`src/rtl/multicycle_sequencer.sv`:
```
// rtl/multicycle_sequencer.sv - multi-cycle RV32I control FSM; optional RETIRE_COUNTER_EN adds o_RetireCount
module multicycle_sequencer #(
  parameter int TIMEOUT_CYCLES = 256
) (
  input  logic       i_Clock,
  input  logic       i_Reset_n,
  input  logic       i_Branch,
  input  logic       i_Jump,
  input  logic       i_RegWrite,
  input  logic       i_MemRead,
  input  logic       i_MemWrite,
  input  logic       i_IllegalInstruction,
  input  logic       i_BranchTaken,
  input  logic       i_BusReady,
  output logic       o_BusReq,
  output logic       o_BusWrite,
  output logic       o_BusAddrSel,
  output logic       o_IrWrite,
  output logic       o_OperandLatch,
  output logic       o_AluLatch,
  output logic       o_MemDataLatch,
  output logic       o_RegFileWrite,
  output logic       o_PcWrite,
  output logic       o_PcSource,
  output logic       o_Retire,
  output logic       o_Halted,
  output logic [1:0] o_HaltCause
`ifdef RETIRE_COUNTER_EN
  ,
  output logic [63:0] o_RetireCount
`endif
);

  // Counter only has to reach TIMEOUT_CYCLES-1; a zero parameter disables the timeout.
  localparam int CW = (TIMEOUT_CYCLES > 1) ? $clog2(TIMEOUT_CYCLES) : 1;
  localparam logic [CW-1:0] CNT_LAST = CW'(TIMEOUT_CYCLES - 1);
  localparam bit TMO_EN = (TIMEOUT_CYCLES != 0);

  localparam logic [1:0] CAUSE_NONE    = 2'b00;
  localparam logic [1:0] CAUSE_ILLEGAL = 2'b01;
  localparam logic [1:0] CAUSE_TIMEOUT = 2'b10;

  typedef enum logic [2:0] {
    S_RESET,
    S_FETCH,
    S_DECODE,
    S_EXECUTE,
    S_MEMORY,
    S_WRITEBACK,
    S_HALT
  } state_t;

  state_t        state_q, state_d;
  logic [CW-1:0] wait_cnt_q, wait_cnt_d;
  logic          jump_q, jump_d;
  logic [1:0]    cause_q, cause_d;
  logic          timeout;

  // State, bus wait counter, jump flag and halt cause registers.
  always_ff @(posedge i_Clock or negedge i_Reset_n) begin
    if (!i_Reset_n) begin
      state_q    <= S_RESET;
      wait_cnt_q <= '0;
      jump_q     <= 1'b0;
      cause_q    <= CAUSE_NONE;
    end else begin
      state_q    <= state_d;
      wait_cnt_q <= wait_cnt_d;
      jump_q     <= jump_d;
      cause_q    <= cause_d;
    end
  end

  // Next-state and strobe decode; a ready on the last allowed cycle beats the timeout.
  always_comb begin
    state_d        = state_q;
    wait_cnt_d     = '0;
    jump_d         = jump_q;
    cause_d        = cause_q;
    o_BusReq       = 1'b0;
    o_BusWrite     = 1'b0;
    o_BusAddrSel   = 1'b0;
    o_IrWrite      = 1'b0;
    o_OperandLatch = 1'b0;
    o_AluLatch     = 1'b0;
    o_MemDataLatch = 1'b0;
    o_RegFileWrite = 1'b0;
    o_PcWrite      = 1'b0;
    o_PcSource     = 1'b0;
    o_Retire       = 1'b0;
    o_Halted       = 1'b0;
    o_HaltCause    = cause_q;
    timeout        = TMO_EN && (wait_cnt_q == CNT_LAST) && !i_BusReady;

    case (state_q)
      S_RESET: state_d = S_FETCH;

      S_FETCH: begin
        o_BusReq = 1'b1;
        if (i_BusReady) begin
          o_IrWrite = 1'b1;
          state_d   = S_DECODE;
        end else if (timeout) begin
          state_d = S_HALT;
          cause_d = CAUSE_TIMEOUT;
        end else begin
          wait_cnt_d = wait_cnt_q + 1'b1;
        end
      end

      S_DECODE: begin
        o_OperandLatch = 1'b1;
        if (i_IllegalInstruction) begin
          state_d = S_HALT;
          cause_d = CAUSE_ILLEGAL;
        end else begin
          state_d = S_EXECUTE;
        end
      end

      S_EXECUTE: begin
        o_AluLatch = 1'b1;
        if (i_MemRead || i_MemWrite) begin
          state_d = S_MEMORY;
        end else if (i_Branch) begin
          o_PcWrite  = 1'b1;
          o_PcSource = i_BranchTaken;
          o_Retire   = 1'b1;
          state_d    = S_FETCH;
        end else if (i_Jump) begin
          // PC stays put until writeback so the link value is the old PC.
          jump_d  = 1'b1;
          state_d = S_WRITEBACK;
        end else begin
          state_d = S_WRITEBACK;
        end
      end

      S_MEMORY: begin
        o_BusReq     = 1'b1;
        o_BusAddrSel = 1'b1;
        o_BusWrite   = i_MemWrite;
        if (i_BusReady) begin
          if (i_MemWrite) begin
            o_PcWrite = 1'b1;
            o_Retire  = 1'b1;
            state_d   = S_FETCH;
          end else begin
            o_MemDataLatch = 1'b1;
            state_d        = S_WRITEBACK;
          end
        end else if (timeout) begin
          state_d = S_HALT;
          cause_d = CAUSE_TIMEOUT;
        end else begin
          wait_cnt_d = wait_cnt_q + 1'b1;
        end
      end

      S_WRITEBACK: begin
        o_RegFileWrite = i_RegWrite;
        o_PcWrite      = 1'b1;
        o_PcSource     = jump_q;
        o_Retire       = 1'b1;
        jump_d         = 1'b0;
        state_d        = S_FETCH;
      end

      S_HALT: o_Halted = 1'b1;

      default: state_d = S_HALT;
    endcase
  end

`ifdef RETIRE_COUNTER_EN
  logic [63:0] retire_cnt_q;

  // Count retired instructions; wraps naturally and cannot move in HALT.
  always_ff @(posedge i_Clock or negedge i_Reset_n) begin
    if (!i_Reset_n) begin
      retire_cnt_q <= '0;
    end else if (o_Retire) begin
      retire_cnt_q <= retire_cnt_q + 64'd1;
    end
  end

  assign o_RetireCount = retire_cnt_q;
`endif

endmodule

```
`config.mk`:
```
export PLATFORM = sky130hd
export DESIGN_NAME = multicycle_sequencer
export DESIGN_NICKNAME = d
export VERILOG_FILES = /design/src/rtl/multicycle_sequencer.sv
export SDC_FILE = /design/constraint.sdc
export NUM_CORES = 1
export LEC_CHECK = 0
export ABC_AREA = 0
export BUFFER_PORTS_ARGS = -buffer_cell sky130_fd_sc_hd__buf_4
export CAP_MARGIN = 10
export CORE_UTILIZATION = 46
export DETAILED_ROUTE_END_ITERATION = 10
export PLACE_DENSITY = 0.72
export SETUP_SLACK_MARGIN = 0.1
export SYNTH_ARGS = -nofsm -noshare
export SYNTH_HDL_FRONTEND = slang
export SYNTH_SLANG_ARGS = --single-unit
```
`constraint.sdc`:
```
create_clock -name i_Clock -period 1.8 [get_ports i_Clock]
set_input_delay 0.18 -clock i_Clock [delete_from_list [all_inputs] [get_ports i_Clock]]
set_output_delay 0.18 -clock i_Clock [all_outputs]
set_load 0.05 [all_outputs]
```
==> impl_metrics.py <==
metrics = {
    "setup_path": {
        "cp.arrival_ns": 1.47,
        "start_kind": "register",
        "cp_data_required_time_ns": 1.62,
        "critPathCaptureType": "primary output",
        "critPathKind": "register to primary output",
        "crit_fanout": 7,
    },
    "synth": {
        "ys_types": 36,
        "netlist_instances": 95,
        "synthFlopType": "dfrtp_1",
        "yosysMostFrequentCell": "dfrtp_1",
        "netlist.area_leader.share_pct": 41.2,
        "synth_top_cells_by_count": "dfrtp_1 (14), nand2_1 (6), nor2_1 (6), o21ai_0 (6)",
        "synth_area_leader_cell": "dfrtp_1",
        "synth_area_leaders": "dfrtp_1 (41%), nand2b_1 (3.7%), o21ai_0 (3.5%), nor3b_1 (3.5%), a21oi_1 (2.9%)",
        "ys_ff_latch": 14,
        "mappedNetlistArea_sq_um": 850,
        "async_flop_share_pct": 100,
        "synth-edff-count": 0,
        "synth.avg_cell_area_sq_um": 8.94,
        "yosysSeqAreaShare_pct": 41.2,
        "yosys_warnings": 0,
        "syn_nets": 106,
    },
    "floorplanning": {
        "boundaryPins": 24,
        "start_util_pct": 49.2,
        "die_area_sq_um": 2020,
        "rows": 15,
        "dieWidth_um": 45.0,
        "core-area_sq_um": 1730,
        "die_h_um": 45.0,
    },
    "job": {
        "cap_violations": 0,
    },
    "cells_and_area": {
        "post-route-util_pct": 68.9,
        "final.fill_count": 139,
        "final_cell_area_sq_um": 1190,
        "nNetsFinal": 136,
        "drive_gt1_share_pct": 41.1,
        "instances_no_fill": 149,
        "num_antenna_cells": 0,
        "syn2layout_area_growth_pct": 40.1,
    },
    "clocking": {
        "cts-root-buf": "clkbuf_4",
        "clock_path_buffers": 2,
        "cts-buffers-inserted": 3,
        "htree_levels": 1,
        "clkTransAtPathRegs_ns": 0.08,
        "clock_sinks": 14,
        "worstSkewPairLatency_ns": 0.29,
        "cts_tree": "done",
    },
    "sta": {
        "fin_skew_ns": 0.00280,
        "rsz0062_at_grt": "true",
        "timing_hold_violations_final": 0,
        "relSlewSlack_pct": 77.0,
        "timing.final.crit_period_ns": 1.65,
        "hold_slack_ns": 0.152,
        "worst_slack_ns": 0.154,
        "fin_crit_sh_pct": 91.5,
        "max_freq_mhz": 607,
        "setup_violations": 0,
        "worst_slew_pin_slew_ns": 0.345,
        "maxSlewViolCount": 0,
        "setup_tns_ns": 0,
    },
    "drt": {
        "drc": 0,
        "via_per_inst": 5.41,
        "ant_nets": 0,
        "wirelength_mm": 1.98,
        "wl_met2_um": 917,
        "drt-initial-drc-count": 12,
        "wl_met1_um": 964,
        "num_vias": 806,
        "wire_per_inst_um": 13.3,
        "top_layer": "met4",
        "wl_met3_um": 74,
        "first_pass_iters": 4,
    },
    "grt": {
        "grt_max_degree": 15,
        "antenna_found_initial": 0,
        "grt_pass1_vias": 746,
        "grt_first_pass_wirelength_mm": 3.25,
        "track_usage_pct": 22.6,
        "grt-ovfl-total": 0,
    },
    "place": {
        "place_area_sq_um": 1080,
        "dp_hpwl_mm": 1.51,
        "dpl_worst_slack_ns": 0.330,
        "numPlacedInstances": 141,
        "finalWeightedCongestion": 0.799,
        "io_buffers": 23,
    },
    "worst_hold_path": {
        "hold_class": "input pin to register",
    },
    "power_and_ir_drop": {
        "p_per_area_nw_per_um2": 1590,
        "p_leak_nw": 0.526,
        "fin_total_pwr_mw": 1.89,
        "max-vdd-ir-drop_mv": 1.05,
    },
    "status": {
        "status": "finished clean",
    },
}
==> sequential cells by signal (all words and copies together), names as in the netlist <==
name / flops
o_HaltCause: 2
wait_cnt_q: 8
jump_q: 1
state_q: 3
==> where the power goes <==
group,internal [mW],total (mW),switching [mW]
Sequential,0.392,0.493,0.101
Clock,0.123,0.228,0.105
Combinational,0.438,1.17,0.730
==> logic make-up after synthesis <==
kind of cell,Yosys count,share of synthesized area [%]
simple gates,45,32.4
buf+inv,10,5.01
compound gates,21,15.8
flops,14,41.2
fa+ha+maj,1,1.47
xor+xnor,4,4.12
==> cell type report <==
class / instances / area (sq um) / share of cell area, %
multi-input cells: 71 / 513 / 43.1
flip-flops and latches: 14 / 354 / 29.8
repair buffers: 30 / 236 / 19.9
clock buffers: 4 / 36.3 / 3.05
well taps: 25 / 31.3 / 2.63
inverters: 5 / 18.8 / 1.58
==> layer usage <==
layer,global-route usage [%],up-vias
li1,-,396
met1,31.1,389
met2,34.8,17
met3,6.00,4
met4,7.27,0
met5,0,-
==> worst max-delay path: stages, from the launching register on <==
cell      delay (ns)
dfrtp_2         0.43
and4bb_2        0.30
nand2_4         0.07
o22ai_4         0.19
buf_6           0.18
==> placed cells by master, fill, tap and decap left out, types with 2 or more instances in the layout <==
| cell | n |
|---|---|
| buf_4 | 25 |
| inv_1 | 5 |
| buf_6 | 3 |
| nor3_1 | 2 |
| and3_1 | 3 |
| nand3_1 | 3 |
| nor3b_2 | 2 |
| nand2_1 | 5 |
| nor3b_1 | 2 |
| a21o_1 | 2 |
| clkbuf_4 | 3 |
| or3_1 | 2 |
| o211ai_1 | 3 |
| dfrtp_2 | 3 |
| o21ai_0 | 5 |
| and2_1 | 3 |
| xor2_1 | 2 |
| nor2_1 | 5 |
| dfrtp_1 | 11 |
| nand2b_1 | 4 |
| xnor2_1 | 2 |
| a21oi_1 | 4 |
==> what timing repair did <==
action                                  4_1_cts  5_1_grt
hold endpoints to repair                     14        0
buffers inserted                              1        2
pin swaps                                     0        3
resized for setup                             4        9
endpoints found under the setup margin        6        5
hold buffers                                  1        0
==> worst paths after layout <==
kind                                               from                          to  slack [ns]  cells after the start
worst min register to register  wait_cnt_q[0]$_DFF_PN0_     wait_cnt_q[0]$_DFF_PN0_        0.50                      1
worst max-delay path             state_q[0]$_DFFE_PN0N_                    o_Retire        0.15                      4
min in group asynchronous                     i_Reset_n  o_HaltCause[1]$_DFFE_PN0P_        0.27                      2
worst max register to register  wait_cnt_q[0]$_DFF_PN0_      state_q[0]$_DFFE_PN0N_        0.32                      4
max in group asynchronous                     i_Reset_n      state_q[1]$_DFFE_PN0N_        1.35                      2
worst min-delay path                         i_BusReady      state_q[0]$_DFFE_PN0N_        0.15                      2
(Power assumes the default switching activity.)
